[src/rtl/instr_fetch_if.sv]
// Instruction memory read bus between the fetch unit and instruction memory.
// master: drives mem_req/mem_addr, receives mem_ack/mem_rdata. slave: the memory side.
interface instr_fetch_if #(
    parameter int ADDR_W = 16
);
    logic              mem_req;
    logic [ADDR_W-1:0] mem_addr;
    logic              mem_ack;
    logic [31:0]       mem_rdata;

    modport master (
        output mem_req,
        output mem_addr,
        input  mem_ack,
        input  mem_rdata
    );

    modport slave (
        input  mem_req,
        input  mem_addr,
        output mem_ack,
        output mem_rdata
    );
endinterface

[src/rtl/instr_fetch.sv]
// Instruction fetch unit: owns PC, reads instruction memory, loads IR, applies branches.
// Ports: clk, rst_f (sync, active-low), fetch_req/br_* from controller, mem bus (master),
// ir/opcode/mm/ir_valid to controller, pc, busy, halted, fetch_err status.
module instr_fetch #(
    parameter int          ADDR_W   = 16,
    parameter logic [ADDR_W-1:0] RESET_PC = '0,
    parameter int          TIMEOUT  = 15
) (
    input  logic              clk,
    input  logic              rst_f,
    input  logic              fetch_req,
    input  logic              br_valid,
    input  logic              br_sel,
    input  logic [15:0]       br_imm,
    instr_fetch_if.master     mem,
    output logic [31:0]       ir,
    output logic [3:0]        opcode,
    output logic [3:0]        mm,
    output logic              ir_valid,
    output logic [ADDR_W-1:0] pc,
    output logic              busy,
    output logic              halted,
    output logic              fetch_err
);
    // Branch immediate is extended to at least ADDR_W bits before truncation.
    localparam int EW = (ADDR_W > 16) ? ADDR_W : 16;

    typedef enum logic [1:0] {
        S_IDLE = 2'd0,
        S_WAIT = 2'd1,
        S_HALT = 2'd2
    } state_t;

    state_t            state_q, state_d;
    logic [ADDR_W-1:0] pc_q, pc_d;
    logic [ADDR_W-1:0] addr_q, addr_d;
    logic [ADDR_W-1:0] tgt;
    logic [EW-1:0]     ext;
    logic [31:0]       ir_q, ir_d;
    logic              irv_q, irv_d;
    logic              req_q, req_d;
    logic              halt_q, halt_d;
    logic              err_q, err_d;
    logic [7:0]        cnt_q, cnt_d;

    always_ff @(posedge clk) begin
        if (!rst_f) begin
            state_q <= S_IDLE;
            pc_q    <= RESET_PC;
            addr_q  <= '0;
            ir_q    <= '0;
            irv_q   <= 1'b0;
            req_q   <= 1'b0;
            halt_q  <= 1'b0;
            err_q   <= 1'b0;
            cnt_q   <= '0;
        end else begin
            state_q <= state_d;
            pc_q    <= pc_d;
            addr_q  <= addr_d;
            ir_q    <= ir_d;
            irv_q   <= irv_d;
            req_q   <= req_d;
            halt_q  <= halt_d;
            err_q   <= err_d;
            cnt_q   <= cnt_d;
        end
    end

    always_comb begin
        state_d = state_q;
        unique case (state_q)
            S_IDLE: begin
                if (fetch_req) state_d = S_WAIT;
            end
            S_WAIT: begin
                if (mem.mem_ack) begin
                    if (mem.mem_rdata[31:28] == 4'hF) state_d = S_HALT;
                    else                              state_d = S_IDLE;
                end else if (cnt_q == 8'(TIMEOUT)) begin
                    state_d = S_IDLE;
                end
            end
            S_HALT:  state_d = S_HALT;
            default: state_d = S_IDLE;
        endcase
    end

    // Branch target; with no branch the fetch uses the current PC.
    always_comb begin
        if (br_sel) ext = EW'(br_imm);
        else        ext = EW'($signed(br_imm));
        if (!br_valid)   tgt = pc_q;
        else if (br_sel) tgt = ext[ADDR_W-1:0];
        else             tgt = pc_q + ext[ADDR_W-1:0];
    end

    always_comb begin
        pc_d   = pc_q;
        addr_d = addr_q;
        ir_d   = ir_q;
        irv_d  = 1'b0;
        req_d  = req_q;
        halt_d = halt_q;
        err_d  = err_q;
        cnt_d  = cnt_q;
        unique case (state_q)
            S_IDLE: begin
                pc_d = tgt;
                if (fetch_req) begin
                    req_d  = 1'b1;
                    addr_d = tgt;
                    cnt_d  = '0;
                end
            end
            S_WAIT: begin
                if (mem.mem_ack) begin
                    ir_d  = mem.mem_rdata;
                    pc_d  = pc_q + ADDR_W'(1);
                    irv_d = 1'b1;
                    req_d = 1'b0;
                    if (mem.mem_rdata[31:28] == 4'hF) halt_d = 1'b1;
                end else if (cnt_q == 8'(TIMEOUT)) begin
                    // Fault completion: hand the controller a noop.
                    ir_d  = '0;
                    irv_d = 1'b1;
                    err_d = 1'b1;
                    req_d = 1'b0;
                end else begin
                    cnt_d = cnt_q + 8'd1;
                end
            end
            default: ;
        endcase
    end

    assign mem.mem_req  = req_q;
    assign mem.mem_addr = addr_q;
    assign ir           = ir_q;
    assign opcode       = ir_q[31:28];
    assign mm           = ir_q[27:24];
    assign ir_valid     = irv_q;
    assign pc           = pc_q;
    assign busy         = (state_q != S_IDLE);
    assign halted       = halt_q;
    assign fetch_err    = err_q;
endmodule
[src/flat_wrapper.sv]
// flat-port wrapper written by rule: the top's interface ports become plain ports
module instr_fetch_flat 
#(
    parameter int          ADDR_W   = 16,
    parameter logic [ADDR_W-1:0] RESET_PC = '0,
    parameter int          TIMEOUT  = 15
)
  (clk, rst_f, fetch_req, br_valid, br_sel, br_imm, ir, opcode, mm, ir_valid, pc, busy, halted, fetch_err, mem_mem_req, mem_mem_addr, mem_mem_ack, mem_mem_rdata);
  instr_fetch_if #(.ADDR_W(ADDR_W)) mem_i ();
  input  logic clk;
  input  logic rst_f;
  input  logic fetch_req;
  input  logic br_valid;
  input  logic br_sel;
  input  logic [15:0] br_imm;
  output logic [31:0] ir;
  output logic [3:0] opcode;
  output logic [3:0] mm;
  output logic ir_valid;
  output logic [ADDR_W-1:0] pc;
  output logic busy;
  output logic halted;
  output logic fetch_err;
  output wire logic [$bits(mem_i.mem_req)-1:0] mem_mem_req;
  output wire logic [$bits(mem_i.mem_addr)-1:0] mem_mem_addr;
  input wire logic [$bits(mem_i.mem_ack)-1:0] mem_mem_ack;
  input wire logic [$bits(mem_i.mem_rdata)-1:0] mem_mem_rdata;
  assign mem_mem_req = mem_i.mem_req;
  assign mem_mem_addr = mem_i.mem_addr;
  assign mem_i.mem_ack = mem_mem_ack;
  assign mem_i.mem_rdata = mem_mem_rdata;
  instr_fetch #(.ADDR_W(ADDR_W), .RESET_PC(RESET_PC), .TIMEOUT(TIMEOUT)) u_core (.clk(clk), .rst_f(rst_f), .fetch_req(fetch_req), .br_valid(br_valid), .br_sel(br_sel), .br_imm(br_imm), .mem(mem_i), .ir(ir), .opcode(opcode), .mm(mm), .ir_valid(ir_valid), .pc(pc), .busy(busy), .halted(halted), .fetch_err(fetch_err));
endmodule
[config.mk]
export PLATFORM = sky130hd
export DESIGN_NAME = instr_fetch_flat
export DESIGN_NICKNAME = d
export VERILOG_FILES = /design/src/rtl/instr_fetch_if.sv /design/src/rtl/instr_fetch.sv /design/src/flat_wrapper.sv
export SDC_FILE = /design/constraint.sdc
export NUM_CORES = 1
export LEC_CHECK = 0
export CORE_UTILIZATION = 30
export DETAILED_ROUTE_END_ITERATION = 10
export PLACE_DENSITY = 0.65
export SETUP_SLACK_MARGIN = 0.2
export SLEW_MARGIN = 20
export SYNTH_ARGS = -nofsm -noshare
export SYNTH_HDL_FRONTEND = slang
export SYNTH_SLANG_ARGS = --single-unit
[constraint.sdc]
create_clock -name clk -period 2.5 [get_ports clk]
set_clock_uncertainty 0.1 [all_clocks]
set_input_delay 0.375 -clock clk [delete_from_list [all_inputs] [get_ports clk]]
set_output_delay 0.375 -clock clk [all_outputs]
set_load 0.02 [all_outputs]
==> impl_metrics.ini <==
[status]
outcome = finished, final reports clean

[yosys]
syn_inst = 596
synthesis.area_sq_um = 4640
ys.flop_type = dfxtp_1
synth_seq_cells = 78
yosysUniqueCellTypes = 63
ys_warn_count = 0
synth_edf_count = 0
synth_nets = 668
async_reset_ff_share_pct = 0
avgSynthCellArea_sq_um = 7.79
yosysSeqAreaShare_pct = 33.6

[timing]
setup_viol = 0
slew-limit-headroom_pct = 60.7
setup_slack_ns = 0.181
grt_setup_unrepaired = true
finalCriticalPeriod_ns = 2.32
max_freq_mhz = 431
whs_ns = 0.349
drv_slew = 0
hold_viol = 0
finalCritPeriodShare_pct = 92.7
worst_slew_pin_slew_ns = 0.583
setup_tns_ns = 0

[die]
core_sq_um = 15100
die_w_um = 126
start_util_pct = 30.6
pin_count = 131
dieArea_sq_um = 16000
die_h_um = 126
rows = 45

[drt]
vias = 5056
wl_mm = 15.4
first_pass_iters = 5
drcViolationCount = 0
drt.antenna.violating_nets = 0
viasPerCell = 5.28
wl_per_cell_um = 16.1
drtIter0Drc = 343

[power]
peakVddDrop_v = 0.000362
report.power.total_mw = 4.24
power_density_nw_per_um2 = 606
leakagePower_nw = 2.61

[min_path]
min_path_type = reg -> reg
hold_depth = 2
min_from = u_core.mem.mem_addr[7]

[clock_network]
cts_tree = yes
cts.htree.levels = 3
clock_path_buffers = 2
clock_sinks = 78
ctsHoldBuffers = 0
insertion_delay_ns = 0.34
cts.clk_slew.worst_paths_ns = 0.06
clockRootBuffer = clkbuf_16
cts_made_buffers = 9

[final_layout]
drive_gt1_share_pct = 18.2
fin_cells = 957
nets = 836
fillers = 1490
n_antenna_cell = 0
final_design_area_no_fill_sq_um = 6990
area_growth_pct = 50.5
final_util_pct = 46.1

[global_route]
grt_pass1_vias = 4569
grt_remaining_overflow = 0
grt.total_usage_pct = 19.1
antenna_found_initial = 0
grt_pass1_wl_mm = 24.0
grt_max_degree = 61

[flow_run]
cap_violations = 0

[critical_path]
critPathRequiredTime_ns = 2.64
rr_worst_depth = 8
critPathLaunch = br_imm[5]
crit_path_end_kind = register
crit_arrival_ns = 2.46
cp_max_fo = 4
critPathLaunchType = primary input
path_class = in -> reg
rrSetupSlack_ns = 0.19
r2r_start = u_core.pc[0]

[placement]
dpl.cell_count = 939
place_area_sq_um = 6490
gp_congestion = 0.907
dp_hpwl_mm = 11.3
port_buffers = 130
post-place-ws_ns = -0.411
worst paths after layout:
kind	end
hold reg to reg	u_core.mem.mem_addr[7]
setup reg to reg	u_core.pc[14]
hold / removal	u_core.mem.mem_addr[7]
setup / recovery	u_core.pc[14]
synth_stat cells (6+ instances only):
cell type / count / share of area (%)
o211ai_1: 9 / 1.5
dfxtp_1: 78 / 34
nand3_2: 19 / 4.1
ha_1: 17 / 4.6
nor3_1: 14 / 1.5
a21oi_1: 73 / 7.9
nand4_1: 8 / 1.1
mux2i_1: 10 / 2.2
o21a_1: 6 / 0.97
nor2_1: 39 / 3.2
a31oi_1: 14 / 1.9
inv_1: 17 / 1.4
nand2_1: 81 / 6.5
buf_4: 8 / 1.3
o21ai_0: 35 / 3.8
nand3_1: 36 / 3.9
xnor2_1: 8 / 1.5
clkbuf_1: 22 / 1.8
critical path, cell delays in order:
cell,delay [ns]
clkdlybuf4s50_1,0.45
ha_1,0.33
buf_4,0.16
nor2_1,0.14
nor3_2,0.07
buf_4,0.15
a21o_1,0.19
a31o_2,0.25
mux2i_1,0.13
o31ai_1,0.22
area by class of cell:
| type | instances | area (sq um) | area share, % |
|---|---|---|---|
| clock buffers | 11 | 243 | 3.47 |
| flip-flops and latches | 78 | 1560 | 22.4 |
| multi-input cells | 458 | 2940 | 42.1 |
| clock inverters | 5 | 82.6 | 1.18 |
| well taps | 188 | 235 | 3.37 |
| repair buffers | 200 | 1860 | 26.6 |
| inverters | 17 | 63.8 | 0.913 |
logic make-up (layout without fill, tap and decap cells):
logic type               after synthesis  after routing  synth area share (%)
AND/OR/NAND/NOR                      230            230                  25.1
multiplexers                          12             12                  2.64
buffers and inverters                 60            233                  6.28
flip-flops                            78             78                  33.6
XOR/XNOR                              13             13                  2.45
AO/OA/AOI/OAI                        185            185                  24.9
adder cells (fa/ha/maj)               18             18                  5.01
layout by cell type, fill, tap and decap left out, drive strengths merged, types with 17 or more instances in the layout:
| cell type | n |
|---|---|
| a21oi | 74 |
| buf | 70 |
| clkdlybuf4s50 | 124 |
| dfxtp | 78 |
| ha | 17 |
| inv | 17 |
| nand2 | 81 |
| nand3 | 55 |
| nor2 | 39 |
| o21ai | 37 |
where the power goes:
| part | internal [mW] | leakage, nW | total [mW] | switching (mW) |
|---|---|---|---|---|
| sequential | 1.33 | 0.637 | 1.39 | 0.0650 |
| combinational | 0.654 | 1.82 | 1.39 | 0.738 |
| clock | 0.904 | 0.160 | 1.45 | 0.546 |
| total | 2.89 | 2.61 | 4.24 | 1.35 |
sequential cells by signal, indices dropped and copies added (netlist names):
register and cells:
u_core.cnt_q 8, u_core.mem.mem_addr 16, u_core.fetch_err 1, u_core.ir 32, u_core.halted 1, u_core.ir_valid 1
u_core.mem.mem_req 1, u_core.pc 16, u_core.state_q 2
per-layer routing:
metal / vias to the layer above / share of wire [%] / global-route usage [%]
li1: 2497 / - / -
met1: 2361 / 44 / 24.7
met2: 174 / 48 / 31.6
met3: 24 / 6.0 / 2.78
met4: 0 / 2.4 / 8.72
met5: - / 0 / 0
what timing repair did:
action,4_1_cts,5_1_grt
setup buffers,1,1
cloned,0,0
resized for setup,16,23
pin swaps,9,13
setup endpoints to repair,20,22
(Power assumes the default switching activity.)
==> patch 1: new RTL, same settings <==
`ADDR_W` is set to 16 in 3 places; all go to 15.
--- a/src/rtl/instr_fetch_if.sv
+++ b/src/rtl/instr_fetch_if.sv
@@ -3,3 +3,3 @@
 interface instr_fetch_if #(
-    parameter int ADDR_W = 16
+    parameter int ADDR_W = 15
 );
--- a/src/rtl/instr_fetch.sv
+++ b/src/rtl/instr_fetch.sv
@@ -4,3 +4,3 @@
 module instr_fetch #(
-    parameter int          ADDR_W   = 16,
+    parameter int          ADDR_W   = 15,
     parameter logic [ADDR_W-1:0] RESET_PC = '0,
--- a/src/flat_wrapper.sv
+++ b/src/flat_wrapper.sv
@@ -3,3 +3,3 @@
 #(
-    parameter int          ADDR_W   = 16,
+    parameter int          ADDR_W   = 15,
     parameter logic [ADDR_W-1:0] RESET_PC = '0,
Interface: changed (resized mem_mem_addr and pc); port bits go from 131 to 129. The function was not compared with the original's and may differ.
==> patch 1 against the unedited design <==
Utilization up 2.2 points; hold slack better by 0.0072 ns; combinational power down 9%; total power down 8.4%; via count down 12%; sequential cell count down 2; register-to-register slack worse by 0.02 ns; worst setup slack worse by 0.016 ns; cell area down 7.3%; routed wire length down 12%; synthesized area down 10%.
==> patch 1: results (changes against the unedited design) <==
stage,metric,value,unit,change
outcome,run status,"finished, final reports clean",,
final_layout,Finished Layout Cells,846,,-12%
synth,post-synth top area cell,dfxtp_1,,
clocking,Clock Tree Root,clkbuf_16,,
detailed_routing,detailed-route wire length per cell,16.0,um,-0.72%
timing,crit share post-route,93.4,%,+0.63 points
setup_path,Worst R2R Path Depth,12,,+4
synth,asr flop ratio synth,0,%,unchanged
power,Clock Power,0.00126,W,-13%
setup_path,crit-path leading delay family,simple AND/OR/NAND/NOR gates,,
placement,RD Place Congestion,0.897,,-1.1%
power,P_int,0.00260,W,-10%
clocking,H-Tree Depth,3,,unchanged
final_layout,max FFs per register,32,,unchanged
global_route,initial antenna violation count,0,,unchanged
synth,sequential area share after synthesis,36.5,%,+2.8 points
global_route,overall global routing resource usage,18.8,%,-0.36 points
global_route,GR Util met1,24.4,%,-0.22 points
placement,pre-CTS WS,-0.578,ns,-0.167 ns
setup_path,FF-to-FF setup slack,0.17,ns,-0.02 ns
placement,IO buf count,127,,-2.3%
global_route,first-pass GRT wire length,21500,um,-10%
clocking,"Setup Fix Bufs, Post-CTS",3,,+2
clocking,TritonCTS Buffers,9,,unchanged
global_route,global routing usage on met2,31.1,%,-0.49 points
clocking,clock insertion delay at the later pin of the skew report,0.33,ns,
final_layout,# nets final,736,,-12%
placement,Placed Instances,825,,-12%
synth,synthesized net count,569,,-15%
synth,top post-synthesis cells by area,"dfxtp_1 (36%), a22o_1 (6.5%), a21oi_1 (4.9%), ha_1 (4.8%), nand2_1 (4.5%)",,
synth,synth unique cells,64,,+1.6%
global_route,vias in the first global route,4217,,-7.7%
setup_path,CP max stage delay,0.35,ns,-0.10 ns
synth,average size of a mapped cell,8.38,um^2,+7.5%
clocking,CTS resizes,24,,+8
placement,hpwl dp,10200,um,-10%
clocking,Clock Pin Slew Worst Setup and Hold Paths,0.07,ns,
detailed_routing,vias per inst,5.25,,-0.71%
global_route,global-route met3 utilization,3.37,%,+0.59 points
setup_path,Crit-path slowest cell,dfxtp_4,,
timing,Slew headroom,57.2,%,-3.5 points
detailed_routing,First-pass DRT Iterations,4,,-1
power,P_leak,2.52,nW,-3.6%
placement,placed inst area,5960,um^2,-8.2%
power,combinational power,0.00127,W,-9%
setup_path,CP max FO,2,,-2
detailed_routing,initial DRC count,287,,-16%
setup_path,worst r2r dst,u_core.mem.mem_addr[4],,
power,Overall Power,0.00388,W,-8.4%
setup_path,r2r startpoint,u_core.pc[0],,
synth,Commonest cells post-synth,"dfxtp_1 (76), nand2_1 (50), nor2_1 (44), a21oi_1 (41), a22o_1 (31)",,
power,peak supply drop,354,uV,-2.0%
final_layout,fillers,1249,,-16%
setup_path,CP Class,reg -> reg,,
final_layout,layout cells sized above 1,19.3,%,+1.0 points
global_route,pin count of the biggest net entering global routing,33,,-46%
clocking,Clock Tree Buf Depth,2,,unchanged
min_path,worst hold path class,reg -> reg,,
==> patch 1: cell count changes after synthesis, sizes merged, moves of 4 or more <==
cell	change
a21oi	-33
a22o	+30
a31oi	-7
clkbuf	-5
inv	-9
mux2i	-5
nand2	-30
nand2b	+4
nand3	-33
nor2	+8
==> patch 1: logic make-up after synthesis <==
family / Yosys count / synth area share [%]
muxes: 6 / 1.56
buffers and inverters: 45 / 6.06
DFF: 76 / 36.5
adders and majority gates: 17 / 5.28
xor gates and xnor gates: 13 / 2.73
and+or+nand+nor: 179 / 21.7
AOI/OAI and AO/OA: 162 / 26.2
==> patch 1: area by class of cell <==
type	count	area [um^2]	share of cell area (%)
Clock inverter	7	65.1	1.00
Multi-Input combinational cell	377	2610	40.3
Sequential cell	76	1530	23.6
Clock buffer	9	225	3.48
Inverter	9	38.8	0.599
Tap cell	176	220	3.40
Timing Repair Buffer	192	1780	27.6
==> patch 1: how the worst min path moves through the flow <==
stage,startpoint,cells after the start,end,slack (ns)
final,u_core.mem.mem_addr[5],2,u_core.mem.mem_addr[5],0.36
after global routing,u_core.mem.mem_addr[5],2,u_core.mem.mem_addr[5],0.38
after CTS,u_core.mem.mem_addr[5],2,u_core.mem.mem_addr[5],0.36
after detailed placement,u_core.mem.mem_addr[5],2,u_core.mem.mem_addr[5],0.35
after global placement,u_core.mem.mem_addr[2],2,u_core.mem.mem_addr[2],0.34
after floorplan,u_core.cnt_q[7],2,u_core.cnt_q[7],0.36
==> patch 1: routing by layer <==
| layer | wire length [um] | share of wire (%) |
|---|---|---|
| met1 | 5980 | 44 |
| met2 | 6310 | 47 |
| met3 | 934 | 6.9 |
| met4 | 304 | 2.2 |
| met5 | 0 | 0 |
==> patch 2: new RTL, config.mk and constraints unchanged <==
Made on the original files. Make the reset (`rst_f`) asynchronous in one clocked block.
--- a/src/rtl/instr_fetch.sv
+++ b/src/rtl/instr_fetch.sv
@@ -45,3 +45,3 @@
 
-    always_ff @(posedge clk) begin
+    always_ff @(posedge clk or negedge rst_f) begin
         if (!rst_f) begin
Check against the original RTL: differs if rst_f is asserted again (counterexample within 4 cycles, from zero or initial values and one cycle with rst_f low); with rst_f held inactive, the same outputs for 4 cycles.
==> patch 2 against the unedited design <==
The run now ends with design-rule violations left; non-clock buffer count is 1 higher; critical path depth is 1 lower; worst setup slack worse by 0.10 ns; synthesized cell count is 9.7% lower; utilization is 2.7 points higher; first-iteration DRC count is 1.2% lower; count of clock-buffer cells in the layout is 1 lower; routed wire length is 3.5% lower; synthesized area is 1.5% lower; sequential cell count stayed put; cell area is 2.6% higher; register-to-register slack worse by 0.11 ns; hold slack better by 0.027 ns; largest cell class unchanged.
Power is not compared: it rests on default switching activity, and its combinational part moved more than twofold at a synthesized area within 25%.
==> patch 2: results (changes against the unedited design) <==
stage,metric,value,unit,change
outcome,run status,"complete, but fails checks",,
outcome,failing checks,design-rule violations,,
detailed_routing,routed vias,4654,,-8.0%
synth,top post-synthesis cells by area,"dfrtp_1 (43%), nand2_1 (9.7%), nand3_1 (5.4%), o21ai_0 (5.3%), ha_1 (4.7%)",,
global_route,vias in the first global route,4585,,+0.35%
global_route,overall global routing resource usage,19.0,%,-0.16 points
placement,placed inst area,6610,um^2,+1.8%
power,peak supply drop,513,uV,
setup_path,Crit. Startpoint,u_core.pc[0],,
global_route,first-pass GRT wire length,23800,um,-0.55%
synth,average size of a mapped cell,8.50,um^2,+9.1%
detailed_routing,initial DRC count,339,,-1.2%
detailed_routing,vias per inst,5.14,,-2.8%
synth,asr flop ratio synth,100,%,+100 points
synth,"Primary FF master, synth",dfrtp_1,,
timing,final worst slack,0.0814,ns,-0.100 ns
placement,Placed Instances,884,,-5.9%
placement,hpwl dp,11000,um,-2.9%
setup_path,crit-path leading delay family,compound AO/OA/AOI/OAI gates,,
synth,synthesized net count,610,,-8.7%
final_layout,# nets final,789,,-5.6%
final_layout,fillers,1376,,-7.7%
setup_path,Crit-path slowest cell,dfrtp_2,,
final_layout,layout cells sized above 1,22.4,%,+4.2 points
setup_path,CP max stage delay,0.43,ns,-0.02 ns
detailed_routing,final WL,14900,um,-3.5%
setup_path,CP max FO,3,,-1
global_route,pin count of the biggest net entering global routing,48,,-21%
detailed_routing,DRC violations left,4,,+4
setup_path,Worst R2R Path Depth,9,,+1
synth,sequential area share after synthesis,42.7,%,+9.1 points
detailed_routing,First-pass DRT Iterations,7,,+2
timing,Worst Tran Pin Value,0.595,ns,+0.0121 ns
synth,synth unique cells,61,,-3.2%
placement,RD Place Congestion,0.943,,+4.0%
## patch 2: cell types whose count changed in the layout (fill, tap and decap cells not counted), sizes merged, moves of 5 or more
cell / change
dfrtp: +78
dfxtp: -78
a21oi: -42
nand2: +38
o21ai: +15
nor2: -14
dlygate4sd2: +10
clkdlybuf4s50: -9
nor3: -9
a31oi: -8
nand3: -6
mux2i: -5
## patch 2: repair_timing
item	in CTS	in global routing
hold endpoints to repair	31	0
pin swaps	16	33
setup endpoints to repair	19	23
buffers inserted	4	1
resized for setup	32	32
hold buffers	1	0
## patch 2: kinds of logic (layout without fill, tap and decap cells)
group,count (synthesis),count (layout),synth area share (%)
AO/OA/AOI/OAI,136,136,18.7
flip-flops,78,78,42.7
AND/OR/NAND/NOR,232,232,23.0
adder cells (fa/ha/maj),18,18,5.09
XOR/XNOR,18,18,3.45
multiplexers,10,10,2.33
buffers and inverters,46,230,4.65
## patch 2: worst min-delay path by stage
stage	endpoint	startpoint	depth (start not counted)	slack, ns
floorplan	u_core.cnt_q[0]	rst_f	0	-0.02
global placement	u_core.ir[17]	rst_f	1	0.25
detailed placement	u_core.ir[17]	rst_f	1	0.26
CTS	u_core.fetch_err	u_core.fetch_err	1	0.38
global route	u_core.fetch_err	u_core.fetch_err	1	0.41
finish	u_core.mem.mem_addr[0]	u_core.mem.mem_addr[0]	2	0.38
## patch 2: layout make-up
class	instances	area, um^2	area share (%)
clock inverters	6	93.8	1.31
repair buffers	201	1870	26.0
clock buffers	10	239	3.33
flip-flops and latches	78	1970	27.4
well taps	184	230	3.21
multi-input cells	414	2730	38.0
inverters	13	48.8	0.681
## patch 2: layer usage
metal	part of all wire, %	track usage [%]
met3	3.6	3.21
met4	2.6	6.81
met1	43	23.6
met2	51	32.9
met5	0	0
